`src/rtl/ccff_chain_loader.sv`:
```
// Serializes valid/ready bitstream words MSB-first into a configuration flop chain, pulsing done after CHAIN_LEN shifts.
// Latency: first shift the cycle after a word handshake; done one cycle after the last shift; at least one bubble between words.
// Backpressure: word_ready is high only while waiting for a word; abort or RST returns to idle without further shifts.
module ccff_chain_loader #(
    parameter int CHAIN_LEN = 10,
    parameter int WORD_W    = 4,
    parameter int CNT_W     = $clog2(CHAIN_LEN + 1)
) (
    input  logic              CK,
    input  logic              RST,
    input  logic              start,
    input  logic              abort,
    input  logic [WORD_W-1:0] word_data,
    input  logic              word_valid,
    output logic              word_ready,
    output logic              ccff_head,
    output logic              ccff_en,
    output logic              busy,
    output logic              done
);

    localparam int WB_W = $clog2(WORD_W + 1);

    typedef enum logic [1:0] {IDLE, LOAD, SHIFT, DONE} state_t;

    state_t            state, state_n;
    logic [WORD_W-1:0] sreg, sreg_n;
    logic [CNT_W-1:0]  remaining, remaining_n;
    logic [WB_W-1:0]   wbits, wbits_n;

    always_ff @(posedge CK) begin
        if (RST) begin
            state     <= IDLE;
            sreg      <= '0;
            remaining <= '0;
            wbits     <= '0;
        end else begin
            state     <= state_n;
            sreg      <= sreg_n;
            remaining <= remaining_n;
            wbits     <= wbits_n;
        end
    end

    always_comb begin
        state_n     = state;
        sreg_n      = sreg;
        remaining_n = remaining;
        wbits_n     = wbits;
        case (state)
            IDLE: begin
                if (start && !abort) begin
                    state_n     = LOAD;
                    remaining_n = CNT_W'(CHAIN_LEN);
                end
            end
            LOAD: begin
                // A word handshaken together with abort is swallowed.
                if (abort) begin
                    state_n = IDLE;
                end else if (word_valid) begin
                    sreg_n  = word_data;
                    wbits_n = (32'(remaining) < WORD_W) ? WB_W'(remaining) : WB_W'(WORD_W);
                    state_n = SHIFT;
                end
            end
            SHIFT: begin
                if (abort) begin
                    state_n = IDLE;
                end else begin
                    sreg_n      = sreg << 1;
                    wbits_n     = wbits - 1'b1;
                    remaining_n = remaining - 1'b1;
                    if (wbits == WB_W'(1)) begin
                        state_n = (remaining == CNT_W'(1)) ? DONE : LOAD;
                    end
                end
            end
            DONE:    state_n = IDLE;
            default: state_n = IDLE;
        endcase
    end

    assign word_ready = (state == LOAD);
    assign ccff_en    = (state == SHIFT);
    assign ccff_head  = (state == SHIFT) && sreg[WORD_W-1];
    assign busy       = (state != IDLE);
    assign done       = (state == DONE);

endmodule

```
`config.mk`:
```
export PLATFORM = sky130hd
export DESIGN_NAME = ccff_chain_loader
export DESIGN_NICKNAME = d
export VERILOG_FILES = /design/src/rtl/ccff_chain_loader.sv
export SDC_FILE = /design/constraint.sdc
export NUM_CORES = 1
export LEC_CHECK = 0
export ABC_AREA = 1
export CAP_MARGIN = 40
export CORE_MARGIN = 2
export CORE_UTILIZATION = 51
export CTS_BUF_LIST = sky130_fd_sc_hd__clkbuf_16
export DETAILED_ROUTE_END_ITERATION = 8
export HOLD_SLACK_MARGIN = 0.05
export PLACE_DENSITY = 0.81
export SYNTH_ARGS = -nofsm -noshare
export SYNTH_HDL_FRONTEND = slang
export SYNTH_SLANG_ARGS = --single-unit
```
`constraint.sdc`:
```
create_clock -name CK -period 1.3 [get_ports CK]
set_input_delay 0.26 -clock CK [delete_from_list [all_inputs] [get_ports CK]]
set_output_delay 0.26 -clock CK [all_outputs]
set_load 0.005 [all_outputs]
```
# Yosys cells after proc, flatten, opt, wreduce, memory -nomap -nowiden
# Cells that the tools add are included.
# totals
ff_bits	13
latch_bits	0
ram_bits	0
rom_bits	0
inputBits	9
out_inout_bits	5
wordCells	47
memories	0
# classes
addsub	2
n_mul	0
div	0
magnitude_cmp	1
eq_ne	11
n_shift	0
muxes	19
bitwise	0
reduce_logical	10
# ops
operator	count
4-bit two-way mux	5
4-bit case mux with 2 select lines	2
2-bit two-way mux	6
3-bit two-way mux	4
2-bit != test (second input constant)	4
2-bit case mux with 4 select lines	1
3-bit case mux with 2 select lines	1
3-bit AND reduction	2
2-bit nonzero test	3
2-bit == test (second input constant)	2
4-bit by 1-bit == test with 1-bit output (second input constant)	1
4-bit by 3-bit less-than comparator with 1-bit output (second input constant)	1
4-bit AND reduction	1
4-bit by 1-bit subtractor with 4-bit output (second input constant)	1
3-bit by 1-bit == test with 1-bit output (second input constant)	1
3-bit by 2-bit != test with 1-bit output (second input constant)	1
3-bit != test (second input constant)	1
3-bit by 1-bit subtractor with 3-bit output (second input constant)	1
2-bit by 1-bit == test with 1-bit output (second input constant)	1
1-bit logical AND	2
2-bit zero test	1
1-bit zero test	1

# Longest topological paths before layout
# Gate-level depths: netlist (run 1).
# depth
depth_word	5
ltp_mapped	9
ltp_nobuf	9

# Worst setup path after synthesis (run 1)
# Ideal clock, no wire load.
# synth_timing
path_type	reg-to-reg
startpoint	register state[1]
endpoint	register wbits[0]
setup_time_ns	0.112
arrival_ns	1.004
t_required_ns	1.188
path_slack_ns	0.184
stages_incl_launch_ff	9
path_cell_list	dfxtp_1 buf_6 inv_2 nor2_4 nand2_4 nand2_4 inv_2 nor2_1 nor2_1
# synth_between
elab_chain_cells	3
word_cells_on_any_way	8
cone_classes	eq/ne: 5; mux: 1; reduce/logical: 2
# synth_lines
element	line_no	rtl
from (decl)	26	state_t state, state_n;
from (signal assigned)	38	state <= state_n;
2-bit == test (*)	-	
net ccff_en	17	output logic ccff_en,
2-bit != test (no source line) or 2-bit nonzero test (tied branches)	-	
4-bit AND reduction (no source line)	-	
to (signal assigned)	41	wbits <= wbits_n;
to (decl)	29	logic [WB_W-1:0] wbits, wbits_n;
# The timed path passes the listed nets; every way through them passes the cells marked *.
# A chain may end at the register's enable or synchronous reset.

# Worst setup path after layout (run 1)
# layout_timing
startpoint	input abort
endpoint	register state[1]
# layout_between
elab_chain_cells	4
word_cells_on_any_way	9
cone_classes	eq/ne: 3; mux: 3; reduce/logical: 3
# layout_lines
element	line_no	rtl
from (decl)	12	input logic abort,
1-bit zero test	52	if (start && !abort) begin
1-bit logical AND	52	
2-bit != test (no source line)	-	
3-bit AND reduction (no source line)	-	
# Parallel ways exist; a longest one is shown, timed or not.

==> results.toml, run 1 <==
[grt]
grt-ovfl-total = 0
grt_pass1_wl_um = 3370
grt.total_usage_pct = 23.9
grt_pass1_vias = 809
grt_max_degree = 11
grt_antenna_before_repair = 0

[detailed_routing]
drtIter0Drc = 42
drc = 0
postRouteWirelength_um = 2330
antenna_left = 0
viasPerCell = 5.48
wl_per_cell_um = 13.6
vias = 937
first_pass_iters = 6

[timing]
rsz0062_at_grt = "yes"
max-slew-margin-rel_pct = 82.1
finalSetupViolCount = 1
period_minus_slack_ns = 1.30
fmax_mhz = 768
layout_setup_ws_ns = -0.00162
skew_ns = 0.00178
tns_ns = -0.00162
holdWs_ns = 0.508
final_hold_viol_count = 0
drv_slew = 0
period_share_pct = 100
worst_pin_slew_ns = 0.266

[synth]
ys.flop_type = "dfxtp_1"
netlist_instances = 122
synth-seq-cells = 13
synth_top_area_share_pct = 31.5
yosysTopAreaCell = "dfxtp_1"
synthAdderAreaFrac_pct = 6.06
syn_area_per_cell_um2 = 6.77
synth_mux_area_share_pct = 0
synth_most_common_cell = "nand2_1"
synth_top_family_by_area = "simple AND/OR/NAND/NOR gates"
synth.net_count = 135
synth_compound_area_share_pct = 9.70
async_reset_ff_share_pct = 0
ys_types = 21
synth.area.top_cells = "dfxtp_1 32%, nand2_1 14%, nor2_1 7.7%"
yosys.area_share.simple_pct = 42.1
synth_edf_count = 0
syn_area_um2 = 826
synth_commonest_cells = "31 x nand2_1, 17 x nor2_1, 13 x dfxtp_1, 13 x inv_1, 12 x nand3_1"
synth_xor_area_share_pct = 1.06
yosysWarnings = 0
yosysSeqAreaShare_pct = 31.5

[placement]
gp_congestion = 0.931
hpwl_um = 1390
portBuffers = 13
dpl-instance-area_um2 = 1040
dp_cells = 160
dp_slack_ns = -0.155

[cells_and_area]
fin_cells = 171
antenna_cells = 0
utilization_pct = 79.4
stdcell_area_um2 = 1200
layout-drive-gt1-share_pct = 26.5
layout.nets = 169
syn2layout_area_growth_pct = 44.8

[floorplanning]
start_util_pct = 54.8
core_area_um2 = 1510
die_w_um = 44.2
ios = 14
die_h_um = 44.2
row_count = 14
die_area_um2 = 1960

[critical_path]
cp_max_fo = 9
crit_required_ns = 1.43
cp.arrival_ns = 1.43
end_kind = "flop"
startpoint_type = "input port"
rr_worst_depth = 8
crit_type = "in -> reg"

[clock_tree]
root_buffer = "clkbuf_16"
clockBufferDepth = 2
cts.sinks = 13
insertion_delay_ns = 0.24
cts_inserted_buffers = 3
path_clk_slew_ns = 0.04
cts_tree = "yes"
hold_buffers = 0
htree_levels = 1

[hold_path]
hold_class = "reg -> reg"
hold_depth = 2

[power]
power.total_mw = 1.76
ir_worst_vdd_uv = 1300
p_leak_nw = 0.594
power_density_nw_per_um2 = 1470

[outcome]
outcome = "complete, but fails checks"
violations = "negative setup slack"

[job]
maxCapViolations = 0
-- power breakdown --
group / total (mW) / switching (mW) / internal (mW)
logic: 0.687 / 0.372 / 0.315
clock network: 0.567 / 0.162 / 0.405
registers: 0.506 / 0.0464 / 0.460
total: 1.76 / 0.581 / 1.18
-- worst max-delay path, cell delays in order --
cell and delay [ns]:
clkdlybuf4s50_1 0.45, inv_2 0.21, nand2_1 0.11, nand2_1 0.14
nand3_1 0.11, nor2_1 0.10, nor2_1 0.04
-- repair_timing --
item,CTS,global route
buffers inserted,3,4
pin swaps,0,3
endpoints found under the setup margin,6,10
resized for setup,20,10
-- logic make-up after synthesis --
logic type | after synthesis
simple gates | 70
buf+inv | 19
compound gates | 15
flops | 13
fa+ha+maj | 4
xor+xnor | 1
-- cell usage in the layout, fill, tap and decap left out --
cell and count:
a21oi_1 5, a21oi_2 1, buf_2 3, buf_4 13, buf_6 4, clkbuf_16 3, clkbuf_2 1, clkdlybuf4s50_1 8
clkinv_1 1, dfxtp_1 11, dfxtp_4 2, dlygate4sd2_1 1, ha_1 4, inv_1 14, inv_2 3, inv_4 1
nand2_1 31, nand2_2 1, nand2_4 3, nand3_1 11, nand3_2 1, nand3_4 1, nand4_1 2, nor2_1 16
nor2_4 3, nor2_8 1, o211ai_1 1, o21ai_0 5, o21ai_1 1, o22ai_1 2, xor2_1 1
-- flip-flops by register name, summed over array words and instances, names as in the netlist --
| signal | count |
|---|---|
| remaining | 4 |
| sreg | 4 |
| wbits | 3 |
| state | 2 |
-- layer usage --
layer  vias to the layer above  track usage (%)  share of wire (%)  wire, um
met5                         -                0                  0         0
met4                         0             13.9                3.5        82
met3                        14             5.71                9.6       223
met2                        65             40.9                 46      1080
met1                       400             26.9                 41       945
li1                        458                -                  -         -
-- layout make-up --
class,instances,area [um^2]
fillers,100,310
multi-input cells,90,508
flip-flops and latches,13,268
inverters,18,70.1
well taps,16,20.0
clock buffers,3,75.1
clock inverters,1,3.75
repair buffers,30,251
-- final timing paths --
path | startpoint | endpoint | slack [ns]
min | wbits[2]$_SDFFE_PP0P_ | wbits[2]$_SDFFE_PP0P_ | 0.51
max | abort | state[1]$_SDFFE_PP0P_ | -0.002
min reg2reg | wbits[2]$_SDFFE_PP0P_ | wbits[2]$_SDFFE_PP0P_ | 0.51
max reg2reg | state[1]$_SDFFE_PP0P_ | wbits[0]$_SDFFE_PP0P_ | 0.05
(Power assumes the default switching activity.)
==> run 2, diff against run 1 <==
- CAP_MARGIN: 40 -> 15
==> results of run 2 <==
Final layout, timing and power as in run 1 (identical DEF).
==> run 3, diff against run 2 <==
- GPL_ROUTABILITY_DRIVEN: not set -> 0
==> results of run 3 <==
Final layout, timing and power as in run 1 (identical DEF).
